--- src/rtl/game_sequencer.sv ---
// Lights-out style 4x4 grid sequencer: scrambles the board with LFSR-driven
// row/col fires on start, then hands the shared cell bus to the player.
// Ports: clk_i, reset_ni (async, active low), start_i, player_sel_i,
//   player_nRow_i, player_error_i, player_fire_i, player_add_n_i, win_i
//   in; row_o, col_o, fire_o, add_n_o, busy_o, won_o, lost_o,
//   move_count_o out (all registered).
// Optional: define GAME_SEQUENCER_MOVE_LIMIT_EN to build the LOST state,
//   entered when move_count reaches MAX_MOVES without a win.
module game_sequencer #(
  parameter int          SCRAMBLE_MOVES = 8,
  parameter int          FIRE_GAP       = 4,
  parameter logic [15:0] SEED           = 16'hACE1,
  parameter int          MOVE_W         = 8,
  parameter int          MAX_MOVES      = 32
) (
  input  logic              clk_i,
  input  logic              reset_ni,
  input  logic              start_i,
  input  logic [3:0]        player_sel_i,
  input  logic              player_nRow_i,
  input  logic              player_error_i,
  input  logic              player_fire_i,
  input  logic              player_add_n_i,
  input  logic              win_i,
  output logic [3:0]        row_o,
  output logic [3:0]        col_o,
  output logic              fire_o,
  output logic              add_n_o,
  output logic              busy_o,
  output logic              won_o,
  output logic              lost_o,
  output logic [MOVE_W-1:0] move_count_o
);

  localparam int GW = $clog2(FIRE_GAP + 1);
  localparam logic [GW-1:0] GapInit = GW'(FIRE_GAP - 1);
  localparam logic [7:0] ScrInit = 8'(SCRAMBLE_MOVES);
`ifdef GAME_SEQUENCER_MOVE_LIMIT_EN
  localparam logic [MOVE_W-1:0] MaxMv = MOVE_W'(MAX_MOVES);
`endif

  typedef enum logic [2:0] {
    S_IDLE,
    S_SETUP,
    S_FIRE,
    S_GAP,
    S_CHECK,
    S_PLAY,
    S_WON
`ifdef GAME_SEQUENCER_MOVE_LIMIT_EN
    , S_LOST
`endif
  } state_e;

  state_e state_q, state_d;

  logic [15:0]       lfsr_q, lfsr_d;
  logic [7:0]        scr_q, scr_d;
  logic [GW-1:0]     gap_q, gap_d;
  // Player fire pipeline: 1 = selection on bus, 2 = fire pulse on bus.
  logic [1:0]        pf_q, pf_d;
  logic [MOVE_W-1:0] mc_q, mc_d;
  logic [3:0]        row_q, row_d;
  logic [3:0]        col_q, col_d;
  logic              fire_q, fire_d;
  logic              addn_q, addn_d;
  logic              busy_q, busy_d;
  logic              won_q, won_d;
  logic              setup_entry;
  logic              p_valid;

  function automatic logic [15:0] lfsr_step(input logic [15:0] v);
    lfsr_step = v[0] ? ((v >> 1) ^ 16'hB400) : (v >> 1);
  endfunction

  always_ff @(posedge clk_i or negedge reset_ni) begin
    if (!reset_ni) state_q <= S_IDLE;
    else           state_q <= state_d;
  end

  always_comb begin
    state_d = state_q;
    if (start_i) begin
      state_d = S_SETUP;
    end else begin
      case (state_q)
        S_IDLE:  state_d = S_IDLE;
        S_SETUP: state_d = S_FIRE;
        S_FIRE:  state_d = S_GAP;
        S_GAP: begin
          if (gap_q == '0)
            state_d = (scr_q != 8'd0) ? S_SETUP : S_CHECK;
        end
        S_CHECK: state_d = win_i ? S_SETUP : S_PLAY;
        S_PLAY: begin
          // Only leave play once the bus has drained.
          if (pf_q == 2'd0) begin
            if (win_i) state_d = S_WON;
`ifdef GAME_SEQUENCER_MOVE_LIMIT_EN
            else if (mc_q >= MaxMv) state_d = S_LOST;
`endif
          end
        end
        S_WON: state_d = S_WON;
`ifdef GAME_SEQUENCER_MOVE_LIMIT_EN
        S_LOST: state_d = S_LOST;
`endif
        default: state_d = S_IDLE;
      endcase
    end
  end

  assign p_valid = player_fire_i && !player_error_i
                && (player_sel_i != 4'd0);

  always_comb begin
    lfsr_d = lfsr_q;
    scr_d  = scr_q;
    gap_d  = gap_q;
    pf_d   = 2'd0;
    mc_d   = mc_q;
    row_d  = 4'd0;
    col_d  = 4'd0;
    fire_d = 1'b0;
    addn_d = addn_q;
    setup_entry = (state_d == S_SETUP)
               && (start_i || state_q != S_SETUP);
    if (start_i) begin
      scr_d = ScrInit;
      mc_d  = '0;
    end
    if (setup_entry) lfsr_d = lfsr_step(lfsr_q);
    // Already-solved scramble: queue exactly one more move.
    if (!start_i && state_q == S_CHECK && state_d == S_SETUP)
      scr_d = 8'd1;
    case (state_d)
      S_SETUP: begin
        addn_d = 1'b0;
        if (lfsr_d[2]) col_d = 4'b0001 << lfsr_d[1:0];
        else           row_d = 4'b0001 << lfsr_d[1:0];
      end
      S_FIRE: begin
        row_d  = row_q;
        col_d  = col_q;
        fire_d = 1'b1;
      end
      S_GAP: begin
        if (state_q != S_GAP) begin
          gap_d = GapInit;
          scr_d = scr_q - 8'd1;
        end else begin
          gap_d = gap_q - 1'b1;
        end
      end
      S_PLAY: begin
        if (state_q == S_PLAY) begin
          if (pf_q == 2'd1) begin
            row_d  = row_q;
            col_d  = col_q;
            fire_d = 1'b1;
            pf_d   = 2'd2;
            mc_d   = (&mc_q) ? mc_q : mc_q + 1'b1;
          end else if (pf_q == 2'd0 && p_valid) begin
            pf_d   = 2'd1;
            addn_d = player_add_n_i;
            if (player_nRow_i) col_d = player_sel_i;
            else               row_d = player_sel_i;
          end
        end
      end
      default: ;
    endcase
    busy_d = (state_d == S_SETUP) || (state_d == S_FIRE)
          || (state_d == S_GAP);
    won_d  = (state_d == S_WON);
  end

  always_ff @(posedge clk_i or negedge reset_ni) begin
    if (!reset_ni) begin
      lfsr_q <= SEED;
      scr_q  <= 8'd0;
      gap_q  <= '0;
      pf_q   <= 2'd0;
      mc_q   <= '0;
      row_q  <= 4'd0;
      col_q  <= 4'd0;
      fire_q <= 1'b0;
      addn_q <= 1'b0;
      busy_q <= 1'b0;
      won_q  <= 1'b0;
    end else begin
      lfsr_q <= lfsr_d;
      scr_q  <= scr_d;
      gap_q  <= gap_d;
      pf_q   <= pf_d;
      mc_q   <= mc_d;
      row_q  <= row_d;
      col_q  <= col_d;
      fire_q <= fire_d;
      addn_q <= addn_d;
      busy_q <= busy_d;
      won_q  <= won_d;
    end
  end

`ifdef GAME_SEQUENCER_MOVE_LIMIT_EN
  logic lost_q;
  always_ff @(posedge clk_i or negedge reset_ni) begin
    if (!reset_ni) lost_q <= 1'b0;
    else           lost_q <= (state_d == S_LOST);
  end
  assign lost_o = lost_q;
`else
  assign lost_o = 1'b0;
`endif

  assign row_o        = row_q;
  assign col_o        = col_q;
  assign fire_o       = fire_q;
  assign add_n_o      = addn_q;
  assign busy_o       = busy_q;
  assign won_o        = won_q;
  assign move_count_o = mc_q;

endmodule

--- config.mk ---
export PLATFORM = sky130hd
export DESIGN_NAME = game_sequencer
export DESIGN_NICKNAME = d
export VERILOG_FILES = /design/src/rtl/game_sequencer.sv
export SDC_FILE = /design/constraint.sdc
export NUM_CORES = 1
export LEC_CHECK = 0
export BUFFER_PORTS_ARGS = -buffer_cell sky130_fd_sc_hd__buf_4
export CAP_MARGIN = 20
export CORE_UTILIZATION = 45
export CTS_CLUSTER_SIZE = 40
export DETAILED_ROUTE_END_ITERATION = 12
export GPL_TIMING_DRIVEN = 0
export PLACE_DENSITY = 0.79
export SLEW_MARGIN = 25
export SYNTH_ARGS = -nofsm -noshare
export SYNTH_HDL_FRONTEND = slang
export SYNTH_SLANG_ARGS = --single-unit
--- constraint.sdc ---
create_clock -name clk_i -period 2.02 [get_ports clk_i]
set_input_delay 0.303 -clock clk_i [delete_from_list [all_inputs] [get_ports clk_i]]
set_output_delay 0.303 -clock clk_i [all_outputs]
set_load 0.02 [all_outputs]
# Yosys cells after proc, flatten, opt, wreduce, memory -nomap -nowiden
# Index checks and enable logic that the tools add are counted.
# totals
reg_bits,52
elab_cells,99
# classes
n_addsub,3
eq_ne,19
shift,1
n_mux,42
bitwise_logic,2
n_reduce_logical,19
# ops
cell,count
$mux 8,9
$mux 4,10
$mux 3,8
$pmux 4 s3,2
$pmux 3 s6,1
$mux 16,1
$eq 3x3->1 const B,5
$eq 3x2->1 const B,4
$add 8x1->8 const B,1
$reduce_and 8->1,1
$reduce_bool 8->1,1
$sub 8x1->8 const B,1
$eq 3x1->1 const B,2
$logic_and 1x1->1,6
$mux 1,6
$mux 2,3
$ne 2x2->1 const B,3
$ne 4x4->1 const B,1
$not 3->4,1
$pmux 1 s2,2
$reduce_and 4->1,1
$reduce_bool 4->1,1
$shl 1x2->4 const A,1
$logic_not 3->1,1
11 further kinds,14

# Logic depth before layout (Yosys ltp)
# depth
ltp_word,11
ltp_mapped,10

# Worst setup path before layout
# Ideal clock, no wire load.
# synth_path
path_kind,reg-to-reg
startpoint,register gap_q[0]
endpoint,register lfsr_q[0]
arrival_time_ns,2.020
t_required_ns,1.938
path_slack_ns,-0.082
stages_incl_launch_ff,11
cell_sequence,dfrtp_1 inv_1 ha_1 ha_1 nor4bb_1 nand3_1 a21oi_2 or3_1 buf_6 buf_6 mux2_4
# synth_between
elab_chain_cells,7
# synth_lines
item,line_no,text
"start, declared",59,"logic [GW-1:0] gap_q, gap_d;"
"start signal, assigned",194,gap_q <= gap_d;
$logic_not 3->1,91,if (gap_q == '0)
$mux 3,91,
$pmux 3 s6,86,case (state_q)
$mux 3,83,if (start_i) begin
net state_d[2],55,"state_e state_q, state_d;"
$eq 3x1->1,126,setup_entry = (state_d == S_SETUP)
$logic_and 1x1->1,127,&& (start_i || state_q != S_SETUP);
$mux 3,132,if (setup_entry) lfsr_d = lfsr_step(lfsr_q);
net lfsr_d[0],57,"logic [15:0] lfsr_q, lfsr_d;"
"end signal, assigned",192,lfsr_q <= lfsr_d;
"end, declared",57,
# The timed path passes the listed nets, and every way through them passes these cells.
# A chain may end at the register's enable or synchronous reset.

# Worst setup path after layout
# layout_path
startpoint,register state_q[0]
endpoint,register lfsr_q[8]
# layout_lines
item,line_no,text
"start, declared",55,
"start signal, assigned",78,else state_q <= state_d;
$eq 3x3->1 (tied with other cells),86,
$pmux 3 s6 (*),86,
$mux 3 (*),83,
net state_d[1],55,
$eq 3x1->1 (*),126,
$logic_and 1x1->1 (*),127,
# Mark *: on every way through the listed nets, which the timed path passes. The rest lies on a longest branch.

==> flow_summary.json <==
{
  "die_height_microns": 77.7,
  "reg2reg_from": "state_q[0]$_DFF_PN0_",
  "setup_slack_ps": -76.4,
  "wl_met3_microns": 212,
  "grt_pass1_wl_microns": 9230,
  "report.final.hold_viol_count": 0,
  "fraction_of_registers_with_async_set_or_reset_after_synthesis": 1.00,
  "clkTransAtPathRegs_ps": 100,
  "clk_path_buf_depth": 2,
  "postRouteAntennaNets": 0,
  "power-per-cell-area_nw_per_um2": 704,
  "route.detailed.vias_per_inst": 5.72,
  "clkPwrFrac": 0.318,
  "antenna_cells": 0,
  "power.switching_w": 0.000657,
  "maxCapViolCount": 0,
  "internal_power_w": 0.00174,
  "clock_tree_from_tritoncts": "done",
  "max_ir_drop_vdd_mv": 0.521,
  "place_congestion": 0.795,
  "setup-violations-final": 17,
  "post_route_cells_drive_above_1_share": 0.439,
  "first_iter_violations": 111,
  "yosys_warnings": 0,
  "timing.reg2reg.worst_path_depth": 7,
  "crit_arrival_ps": 2290,
  "post_synthesis_net_count": 251,
  "row_count": 27,
  "worstPathMaxFanout": 10,
  "fin_crit_period_ps": 2100,
  "cts_buffers": 5,
  "final_design_utilization": 0.618,
  "detail_route.drc_violations": 0,
  "yosys.cell_types.count": 53,
  "total_routing_resource_utilization_after_global_routing": 0.192,
  "area_delta_synth_final_pct": 31.9,
  "synth_edf_count": 0,
  "clockRootBuffer": "clkbuf_8",
  "fillCellCount": 427,
  "final_net_count": 304,
  "routed_wire_length_per_instance_microns": 15.9,
  "syn_area_sq_um": 2580,
  "overflow": 0,
  "number_of_global_route_vias_before_repair": 1959,
  "netlist_instances": 235,
  "power_share_of_the_combinational_group": 0.217,
  "regToRegEndpoint": "lfsr_q[8]$_DFFE_PN0N_",
  "final-seq-area_sq_um": 1310,
  "grt_max_degree": 53,
  "timing.final.crit_share": 1.04,
  "cts_hold_buf": 0,
  "vias": 2066,
  "footprint_of_the_multi_input_gates_sq_um": 1370,
  "drt_wl_total_microns": 5750,
  "cp-end-kind": "register",
  "part_of_the_total_power_dissipated_in_sequential_elements": 0.465,
  "ys_ff_latch": 52,
  "dp_hpwl_microns": 3540,
  "slew_headroom": 0.560,
  "regToRegSetupSlack_ps": -80,
  "finalMaxSlewViolations": 0,
  "detailedPlace.worstSlack_ps": -189,
  "timing.critical_path.required_ps": 2210,
  "drt_first_pass_iters": 4,
  "core_sq_um": 5510,
  "critical_path.startpoint_type": "register",
  "max_clock_freq_mhz": 477,
  "port-buffer-count": 31,
  "htree_levels": 2,
  "timing.setup.critical_path_class": "register to register",
  "floorplan.io_pins": 33,
  "postSynth.topFlopCell": "dfrtp_1",
  "routed.top_layer": "met4",
  "antenna_found_initial": 0,
  "floorplan.die_area_sq_um": 6040,
  "netSwitchingFraction": 0.274,
  "met2_wirelength_microns": 2970,
  "synth_seq_area_share": 0.508,
  "cts_num_sinks": 52,
  "hold_class": "input pin to asynchronous set/reset pin",
  "slew_of_the_pin_with_the_lowest_slew_margin_ps": 659,
  "final.setup_skew_ps": 6.66,
  "violations": "setup timing",
  "p_leak_nw": 1.53,
  "worst_setup_path_startpoint": "state_q[0]$_DFF_PN0_",
  "synthesis.area_per_instance_sq_um": 11.0,
  "initial_utilization": 0.468,
  "status": "complete, but fails checks",
  "die_width_microns": 77.7,
  "wl_met1_microns": 2480,
  "rsz_0062_raised_after_global_routing": "true",
  "clock_insertion_delay_worst_skew_ps": 310
}
[through the flow]
step	instances	hold slack (ps)	total power, W	setup TNS, ps	area (sq um)
after floorplan	235	7.41	0.00137	-27.8	2620
after global placement	338	372	0.00148	-2040	2940
after detailed placement	338	376	0.00149	-2730	2940
after CTS	358	42.4	0.00234	-1340	3260
after global routing	361	63.9	0.00250	-2030	3400
final	361	15.4	0.00240	-618	3400
[how the worst max path moves through the flow]
stage | to | slack (ps)
CTS | lfsr_q[9]$_DFFE_PN0N_ | -110
finish | lfsr_q[8]$_DFFE_PN0N_ | -80
global placement | lfsr_q[12]$_DFFE_PN0N_ | -160
floorplan | lfsr_q[0]$_DFF_PN1_ | -30
global route | col_o[2]$_DFFE_PN0N_ | -130
detailed placement | lfsr_q[0]$_DFF_PN1_ | -190
[sequential cells by signal, indices dropped and copies added (netlist names)]
register / cells
row_o: 4
col_o: 4
gap_q: 3
scr_q: 8
state_q: 3
fire_o: 1
add_n_o: 1
busy_o: 1
move_count_o: 8
pf_q: 2
won_o: 1
lfsr_q: 16
[layout make-up]
class | instances | share of cell area
clock inverter | 2 | 0.0114
timing repair buffer | 48 | 0.115
clock buffer | 6 | 0.0243
sequential | 52 | 0.385
inverter | 13 | 0.0143
multi-input combinational | 161 | 0.404
tap | 72 | 0.0265
buffer | 7 | 0.0188
[power groups by stage]
stage          clock network [W]  logic (W)  registers (W)
2_1_floorplan                  0   0.000236        0.00114
3_3_place_gp                   0   0.000350        0.00113
3_5_place_dp                   0   0.000358        0.00113
4_1_cts                 0.000773   0.000457        0.00111
5_1_grt                 0.000819   0.000559        0.00112
6_report                0.000761   0.000519        0.00111
[layout by cell type, fill, tap and decap left out, drive strengths merged, types with 2 or more instances in the layout]
cell type,synthesis,final
dfrtp,44,44
and3,3,3
a211oi,2,2
o311ai,4,4
mux2,18,18
nor4,3,3
nor3,4,4
inv,13,13
a31oi,2,2
nand4bb,3,3
clkbuf,1,6
nand2b,3,3
or3,5,5
nand3b,2,2
nand2,22,22
nor2b,2,2
buf,8,55
or3b,2,2
o21ai,11,11
ha,4,4
a21oi,3,3
dfstp,8,8
a221o,2,2
xor2,3,3
a22oi,8,8
or4,2,2
mux2i,6,6
nor2,15,15
nand3,8,8
or2,2,2
o31ai,8,8
[layer usage]
layer | up-vias | track usage
met2 | 51 | 0.330
met4 | 0 | 0.0472
li1 | 969 | -
met3 | 11 | 0.0388
met1 | 1035 | 0.246
met5 | - | 0
[critical path: stages, from the launching register on]
cell and delay [ps]:
dfrtp_1 400, buf_6 150, or3_4 370, nand3_2 130, nor3b_4 70, or3_4 420, buf_12 160, mux2_4 290
[synthesized netlist by cell type, drive strengths merged (3+ instances only)]
| cell | n | area, sq um |
|---|---|---|
| o31ai | 8 | 60.1 |
| a22oi | 8 | 60.1 |
| o21ai | 11 | 55.1 |
| a21oi | 3 | 18.8 |
| mux2i | 6 | 60.1 |
| nand2 | 22 | 82.6 |
| inv | 13 | 48.8 |
| mux2 | 18 | 206 |
| or3 | 5 | 31.3 |
| and3 | 3 | 18.8 |
| nor3 | 4 | 25.0 |
| xor2 | 3 | 26.3 |
| nor4 | 3 | 18.8 |
| buf | 8 | 62.6 |
| o311ai | 4 | 35.0 |
| dfrtp | 44 | 1100 |
| ha | 4 | 50.1 |
| nand2b | 3 | 18.8 |
| nor2 | 15 | 56.3 |
| dfstp | 8 | 210 |
| nand4bb | 3 | 33.8 |
| nand3 | 8 | 50.1 |
[cells by family after synthesis]
family	after synthesis	share of synthesized area
adder cells (fa/ha/maj)	4	0.0194
other	1	0.00145
multiplexers	24	0.103
buffers and inverters	22	0.0446
flip-flops	52	0.508
AO/OA/AOI/OAI	49	0.138
XOR/XNOR	3	0.0102
AND/OR/NAND/NOR	80	0.174
[what timing repair did]
item | CTS | global route
resized for setup | 22 | 28
setup buffers | 12 | 5
pin swaps | 16 | 11
setup endpoints to repair | 30 | 38
Note: power is estimated with default switching activity, not from simulation.
